### src/rtl/multi_field_line_decoder.sv
// multi_field_line_decoder: parses an ASCII byte stream into tagged lines of decimal fields.
// Optional macro MULTI_FIELD_SIGNED_EN: fields become two's-complement with a leading '-'.
module multi_field_line_decoder #(
   parameter int FIELD_BITS = 32,
   parameter int MAX_FIELDS = 4,
   parameter int COUNT_BITS = $clog2(MAX_FIELDS + 1)
) (
   input  logic                             clk,
   input  logic                             rst_n,
   input  logic                             inbound_valid,
   input  logic [7:0]                       inbound_byte,
   output logic                             end_of_file,
   output logic                             line_valid,
   output logic [7:0]                       line_tag,
   output logic [COUNT_BITS-1:0]            line_field_count,
   output logic [MAX_FIELDS*FIELD_BITS-1:0] line_fields,
   output logic                             line_overflow,
   output logic                             line_error
);

`ifdef MULTI_FIELD_SIGNED_EN
   localparam bit SIGNED_EN = 1'b1;
`else
   localparam bit SIGNED_EN = 1'b0;
`endif

   localparam int AW = FIELD_BITS + 4;
   localparam int LW = MAX_FIELDS * FIELD_BITS;
   localparam logic [AW-1:0] U_LIM = {4'b0, {FIELD_BITS{1'b1}}};
   localparam logic [AW-1:0] P_LIM = {5'b0, {(FIELD_BITS-1){1'b1}}};
   localparam logic [AW-1:0] N_LIM = {4'b0, 1'b1, {(FIELD_BITS-1){1'b0}}};
   localparam logic [AW-1:0] TEN = AW'(10);
   localparam logic [COUNT_BITS-1:0] FULL = COUNT_BITS'(MAX_FIELDS);
   localparam logic [COUNT_BITS-1:0] C_ONE = COUNT_BITS'(1);
   localparam logic [FIELD_BITS-1:0] F_ONE = FIELD_BITS'(1);

   typedef enum logic [1:0] {
      LINE_START,
      IN_SEP,
      IN_NUMBER,
      EOF
   } state_t;

   state_t                state, state_n;
   logic [FIELD_BITS-1:0] acc, acc_n;
   logic [7:0]            tag, tag_n;
   logic [COUNT_BITS-1:0] cnt, cnt_n;
   logic [LW-1:0]         flds, flds_n;
   logic                  ovf, ovf_n;
   logic                  err, err_n;
   logic                  neg, neg_n;
   logic                  pend, pend_n;

   logic                  emit, eof_set;
   logic [7:0]            rec_tag;
   logic [COUNT_BITS-1:0] rec_cnt;
   logic [LW-1:0]         rec_flds;
   logic                  rec_ovf, rec_err;
   logic [AW-1:0]         nxt_val, lim;

   logic is_dig, is_tag, is_sep, is_minus, is_cr, is_lf, is_nul, in_num;
   logic [AW-1:0]         dval;
   logic [FIELD_BITS-1:0] cval;

   assign is_dig   = inbound_byte >= 8'h30 && inbound_byte <= 8'h39;
   assign is_tag   = inbound_byte >= 8'h41 && inbound_byte <= 8'h5A;
   assign is_minus = inbound_byte == 8'h2D;
   assign is_sep   = inbound_byte == 8'h2C || inbound_byte == 8'h20 || is_minus;
   assign is_cr    = inbound_byte == 8'h0D;
   assign is_lf    = inbound_byte == 8'h0A;
   assign is_nul   = inbound_byte == 8'h00;
   assign in_num   = state == IN_NUMBER;
   assign dval     = {{(AW-4){1'b0}}, inbound_byte[3:0]};
   assign cval     = (SIGNED_EN && neg) ? (~acc + F_ONE) : acc;

   // Per-byte parse: commit pending number, classify byte, build record on LF/NUL
   always_comb begin
      state_n  = state;
      acc_n    = acc;
      tag_n    = tag;
      cnt_n    = cnt;
      flds_n   = flds;
      ovf_n    = ovf;
      err_n    = err;
      neg_n    = neg;
      pend_n   = pend;
      emit     = 1'b0;
      eof_set  = 1'b0;
      nxt_val  = '0;
      lim      = '0;
      rec_tag  = '0;
      rec_cnt  = '0;
      rec_flds = '0;
      rec_ovf  = 1'b0;
      rec_err  = 1'b0;
      if (inbound_valid && state != EOF && !is_cr) begin
         pend_n = 1'b0;
         if (in_num && !is_dig) begin
            if (cnt == FULL) begin
               err_n = 1'b1;
            end else begin
               flds_n[int'(cnt)*FIELD_BITS +: FIELD_BITS] = cval;
               cnt_n = cnt + C_ONE;
            end
            state_n = IN_SEP;
         end
         unique case (1'b1)
            is_dig: begin
               nxt_val = in_num ? ({4'b0, acc} * TEN + dval) : dval;
               neg_n   = in_num ? neg : (SIGNED_EN && pend);
               lim     = !SIGNED_EN ? U_LIM : (neg_n ? N_LIM : P_LIM);
               if (nxt_val > lim) begin
                  acc_n = lim[FIELD_BITS-1:0];
                  ovf_n = 1'b1;
               end else begin
                  acc_n = nxt_val[FIELD_BITS-1:0];
               end
               state_n = IN_NUMBER;
            end
            is_lf, is_nul: begin
               emit     = is_lf || state != LINE_START;
               eof_set  = is_nul;
               rec_tag  = tag_n;
               rec_cnt  = cnt_n;
               rec_flds = flds_n;
               rec_ovf  = ovf_n;
               rec_err  = err_n;
               acc_n    = '0;
               tag_n    = '0;
               cnt_n    = '0;
               flds_n   = '0;
               ovf_n    = 1'b0;
               err_n    = 1'b0;
               neg_n    = 1'b0;
               state_n  = is_nul ? EOF : LINE_START;
            end
            is_tag: begin
               if (state == LINE_START) tag_n = inbound_byte;
               else err_n = 1'b1;
               state_n = IN_SEP;
            end
            is_sep: begin
               pend_n  = SIGNED_EN && is_minus && !in_num;
               state_n = IN_SEP;
            end
            default: begin
               err_n   = 1'b1;
               state_n = IN_SEP;
            end
         endcase
      end
   end

   // Working registers of the line being parsed
   always_ff @(posedge clk or negedge rst_n) begin
      if (!rst_n) begin
         state <= LINE_START;
         acc   <= '0;
         tag   <= '0;
         cnt   <= '0;
         flds  <= '0;
         ovf   <= 1'b0;
         err   <= 1'b0;
         neg   <= 1'b0;
         pend  <= 1'b0;
      end else begin
         state <= state_n;
         acc   <= acc_n;
         tag   <= tag_n;
         cnt   <= cnt_n;
         flds  <= flds_n;
         ovf   <= ovf_n;
         err   <= err_n;
         neg   <= neg_n;
         pend  <= pend_n;
      end
   end

   // Record outputs: pulse valid, hold record until next line, sticky end_of_file
   always_ff @(posedge clk or negedge rst_n) begin
      if (!rst_n) begin
         end_of_file      <= 1'b0;
         line_valid       <= 1'b0;
         line_tag         <= '0;
         line_field_count <= '0;
         line_fields      <= '0;
         line_overflow    <= 1'b0;
         line_error       <= 1'b0;
      end else begin
         line_valid <= emit;
         if (eof_set) end_of_file <= 1'b1;
         if (emit) begin
            line_tag         <= rec_tag;
            line_field_count <= rec_cnt;
            line_fields      <= rec_flds;
            line_overflow    <= rec_ovf;
            line_error       <= rec_err;
         end
      end
   end

endmodule

### config.mk
export PLATFORM = sky130hd
export DESIGN_NAME = multi_field_line_decoder
export DESIGN_NICKNAME = d
export VERILOG_FILES = /design/src/rtl/multi_field_line_decoder.sv
export SDC_FILE = /design/constraint.sdc
export NUM_CORES = 1
export LEC_CHECK = 0
export ABC_AREA = 1
export BUFFER_PORTS_ARGS = -buffer_cell sky130_fd_sc_hd__buf_4
export CORE_ASPECT_RATIO = 0.6
export CORE_MARGIN = 3
export CORE_UTILIZATION = 30
export CTS_BUF_LIST = sky130_fd_sc_hd__clkbuf_4
export DETAILED_ROUTE_END_ITERATION = 7
export GPL_TIMING_DRIVEN = 0
export PLACE_DENSITY = 0.46
export SLEW_MARGIN = 10
export SYNTH_ARGS = -nofsm -noshare
export SYNTH_HDL_FRONTEND = slang
export SYNTH_SLANG_ARGS = --single-unit
export TNS_END_PERCENT = 10
### constraint.sdc
create_clock -name clk -period 7 [get_ports clk]
set_input_delay 0 -clock clk [delete_from_list [all_inputs] [get_ports clk]]
set_output_delay 0 -clock clk [all_outputs]
set_load 0.005 [all_outputs]
==> impl_metrics.py <==
metrics = {
    "sta": {
        "skew_ns": 0.08005,
        "setup_violations": 0,
        "tightest_slew_ns": 1.062,
        "period_needed_ns": 4.642,
        "fin_crit_sh": 0.6631,
        "fin_setup_tns_ns": 0,
        "drv_slew": 0,
        "max_freq_mhz": 215.4,
        "rsz0062_at_grt": "false",
        "hold_viol_final": 0,
        "maxSlewHeadroom": 0.2918,
    },
    "clocking": {
        "cts_made_buffers": 76,
        "cts-root-buf": "clkbuf_4",
        "clkTransAtPathRegs_ns": 0.07,
        "htreeDepth": 3,
        "cts.sinks": 318,
        "cts.repair.resized": 0,
        "cts_tree": "built",
        "clock_path_buffers": 3,
        "insertion_delay_ns": 0.79,
    },
    "layout": {
        "final_nets": 2619,
        "layoutNonFillerInstCount": 3344,
        "final_core_util": 0.3671,
        "area_growth_syn_to_layout_pct": 19.61,
        "stdcell_area_sq_um": 20740,
        "drive_above_1_share": 0.1343,
    },
    "drt": {
        "drc": 0,
        "drt_first_pass_iters": 5,
        "ant_nets": 0,
        "first_iter_violations": 1409,
        "routed_via_density": 4.996,
        "wl_per_cell_um": 19.97,
        "finalWirelength_um": 66790,
        "vias": 16710,
    },
    "job": {
        "cap_violations": 0,
    },
    "global_route": {
        "grt_pass1_wl_um": 100100,
        "antenna_found_initial": 6,
        "track_usage": 0.2197,
        "grt_overflow_total": 0,
        "first_global_vias": 15870,
        "grt_max_degree": 94,
    },
    "status": {
        "outcome": "complete, no violations",
    },
    "floorplan": {
        "pin_count": 154,
        "start_util": 0.3069,
        "core_area_sq_um": 56500,
        "fp.dieW_um": 316.4,
        "num_rows": 67,
        "dieArea_sq_um": 60820,
        "fp.dieH_um": 192.2,
    },
    "setup_path": {
        "cp_common_cell": "nand2_1",
        "crit_required_ns": 7.65,
        "cpMaxStageDelayCell": "dfrtp_1",
        "crit_path_start_kind": "flop",
        "cp-end-kind": "flop",
        "cp.arrival_ns": 5.30,
        "path_cells": "ha_1 > ha_1 > nand2_1 > nor2_1 > nand2_1 > inv_1 > nand2_1 > nand2_1 > nand2_1 > nand2_1 > nor2_1 > nand4_1 > nor2_1 > nand2_1 > nand2_1 > a21oi_2 > buf_2 > nand3_1 > nand2_1 > nand2_1",
        "crit_fanout": 10,
        "crit_family": "simple AND/OR/NAND/NOR gates",
        "critical_path_buf_inv_count": 2,
        "slowest_delay_ns": 1.04,
        "criticalPathCategory": "flop to flop",
    },
    "pwr": {
        "p_sw_mw": 1.356,
        "comb_power_share": 0.161,
        "seqPwrFrac": 0.471,
        "power_per_cell_area_nw_per_um2": 212.6,
        "swShare": 0.3074,
        "peakVddDrop_uv": 101.8,
        "clock_power_share": 0.368,
        "internal-power_mw": 3.055,
        "leakagePower_nw": 10.40,
    },
    "synth": {
        "synthCells": 2281,
        "netlist.area_leader.share": 0.4589,
        "avgSynthCellArea_sq_um": 7.602,
        "synth_area_leaders": "dfrtp_1, nand2_1, o21ai_0",
        "yosysSeqAreaShare": 0.4589,
        "syn_nets": 2364,
        "yosysWarnings": 0,
        "synth_top_area_cell": "dfrtp_1",
        "syn_area_sq_um": 17340,
        "ys_ff_latch": 318,
        "synth_cell_types": 37,
    },
    "place": {
        "dp.cells": 3196,
        "place_area_sq_um": 19540,
        "dpl.hpwl_um": 49630,
        "gp_congestion": 0.8901,
        "io_buffers": 153,
    },
    "min_path": {
        "hold_class": "input pin to flop",
    },
}
cell families after synthesis:
kind of cell    count (synthesis)  synth area share
buf+inv                       393           0.08709
compound gates                444            0.1426
xor+xnor                       29           0.01465
fa+ha+maj                      72           0.05282
flops                         318            0.4589
simple gates                 1025            0.2440
per-stage QoR:
step | setup slack [ns] | hold WS, ns | power [mW]
floorplan | 3.656 | -0.2956 | 2.499
global placement | 2.471 | 0.3532 | 2.773
detailed placement | 2.493 | 0.05136 | 2.795
CTS | 2.483 | 0.1907 | 4.448
global route | 2.063 | 0.2224 | 4.667
finish | 2.358 | 0.2540 | 4.410
routing by layer:
layer,track usage,share of wire,vias to the layer above
li1,-,-,7946
met1,0.3551,0.52,8096
met2,0.2919,0.38,596
met3,0.04810,0.079,68
met4,0.04118,0.015,0
met5,0,0,-
path summary, 6_finish.rpt:
| kind | from | endpoint | slack (ns) | cells after the start |
|---|---|---|---|---|
| worst max-delay path | acc[14]$_DFFE_PN0P_ | acc[12]$_DFFE_PN0P_ | 2.36 | 20 |
| worst min-delay path | inbound_byte[0] | acc[0]$_DFFE_PN0P_ | 0.25 | 6 |
| worst max register to register | acc[14]$_DFFE_PN0P_ | acc[12]$_DFFE_PN0P_ | 2.36 | 20 |
| worst min register to register | tag[7]$_DFFE_PN0P_ | tag[7]$_DFFE_PN0P_ | 0.47 | 2 |
| max in group asynchronous | rst_n | flds[104]$_DFFE_PN0P_ | 5.46 | 6 |
| min in group asynchronous | rst_n | acc[6]$_DFFE_PN0P_ | 0.35 | 4 |
power groups by stage:
| stage | clock network [mW] | logic [mW] | registers [mW] |
|---|---|---|---|
| floorplan | 0 | 0.437 | 2.06 |
| global placement | 0 | 0.664 | 2.11 |
| detailed placement | 0 | 0.682 | 2.11 |
| CTS | 1.67 | 0.702 | 2.08 |
| global route | 1.77 | 0.805 | 2.09 |
| finish | 1.62 | 0.710 | 2.08 |
Yosys cell counts:
library cell  count
a21oi_1          58
o311ai_1          1
clkbuf_1         91
or2_2             2
nor2_1          120
o22ai_1          71
o21bai_1          1
nand3_2           5
nor3_1           13
nand4_1          15
o21ai_1          15
o211ai_1          1
nor2_4            2
and2_1            3
o21ai_0         259
nor3_2            1
nand2_1         707
buf_2            10
xor2_1           25
a22oi_1           2
nand2_2          10
nand4_2           2
a22oi_4           1
nand3_1         120
xnor2_1           4
a21oi_2           3
a32oi_1          32
nand3b_1          7
nor2_2           14
ha_1             70
and3_1            2
inv_2            17
nor4_1            2
buf_6             3
dfrtp_1         318
fa_1              2
inv_1           272
worst register-to-register path, delay by kind of cell, from the launching register on:
family                   cells  cell delay (ns)
adder cells (fa/ha/maj)      2             0.80
AND/OR/NAND/NOR             15             2.10
flip-flops                   1             1.04
AO/OA/AOI/OAI                1             0.25
buffers and inverters        2             0.33
cell usage in the layout, fill, tap and decap left out, types with 2 or more instances in the layout:
cell	instances
nand3_1	120
nand4_1	15
nand3_2	5
clkbuf_1	91
xnor2_1	4
buf_2	10
bufinv_16	3
nand3b_1	7
clkbuf_4	110
xor2_1	25
nor2_4	2
ha_1	70
and3_1	2
a21oi_1	58
buf_4	152
a22oi_1	2
nand2_2	10
buf_6	3
o21ai_1	15
nor2_2	14
a32oi_1	32
inv_2	20
dfrtp_1	318
clkinv_1	7
nor4_1	2
nor2_1	120
buf_16	4
fa_1	2
nor3_1	13
nand2_1	707
a21oi_2	3
dlygate4sd3_1	20
and2_1	3
o21ai_0	259
or2_2	2
inv_1	272
nand4_2	2
o22ai_1	71
final cells by class:
type,instances,area (sq um)
diodes,1,2.502
plain buffers,104,425.4
clock buffers,110,825.8
clock inverters,16,148.9
fillers,6040,35760
inverters,289,1085
multi-input cells,1570,7880
flip-flops and latches,318,7958
well taps,759,949.7
repair buffers,177,1466
sequential cells by signal, summed over array words and instances, names as in the netlist, 2 cells and up:
name              flops
flds                128
line_fields         128
acc                  32
line_tag              8
tag                   8
cnt                   3
line_field_count      3
state                 2
repair_timing:
action,4_1_cts,5_1_grt
hold buffers,21,0
hold endpoints to repair,176,0
buffers inserted,0,0
Note: power is estimated with default switching activity, not from simulation.
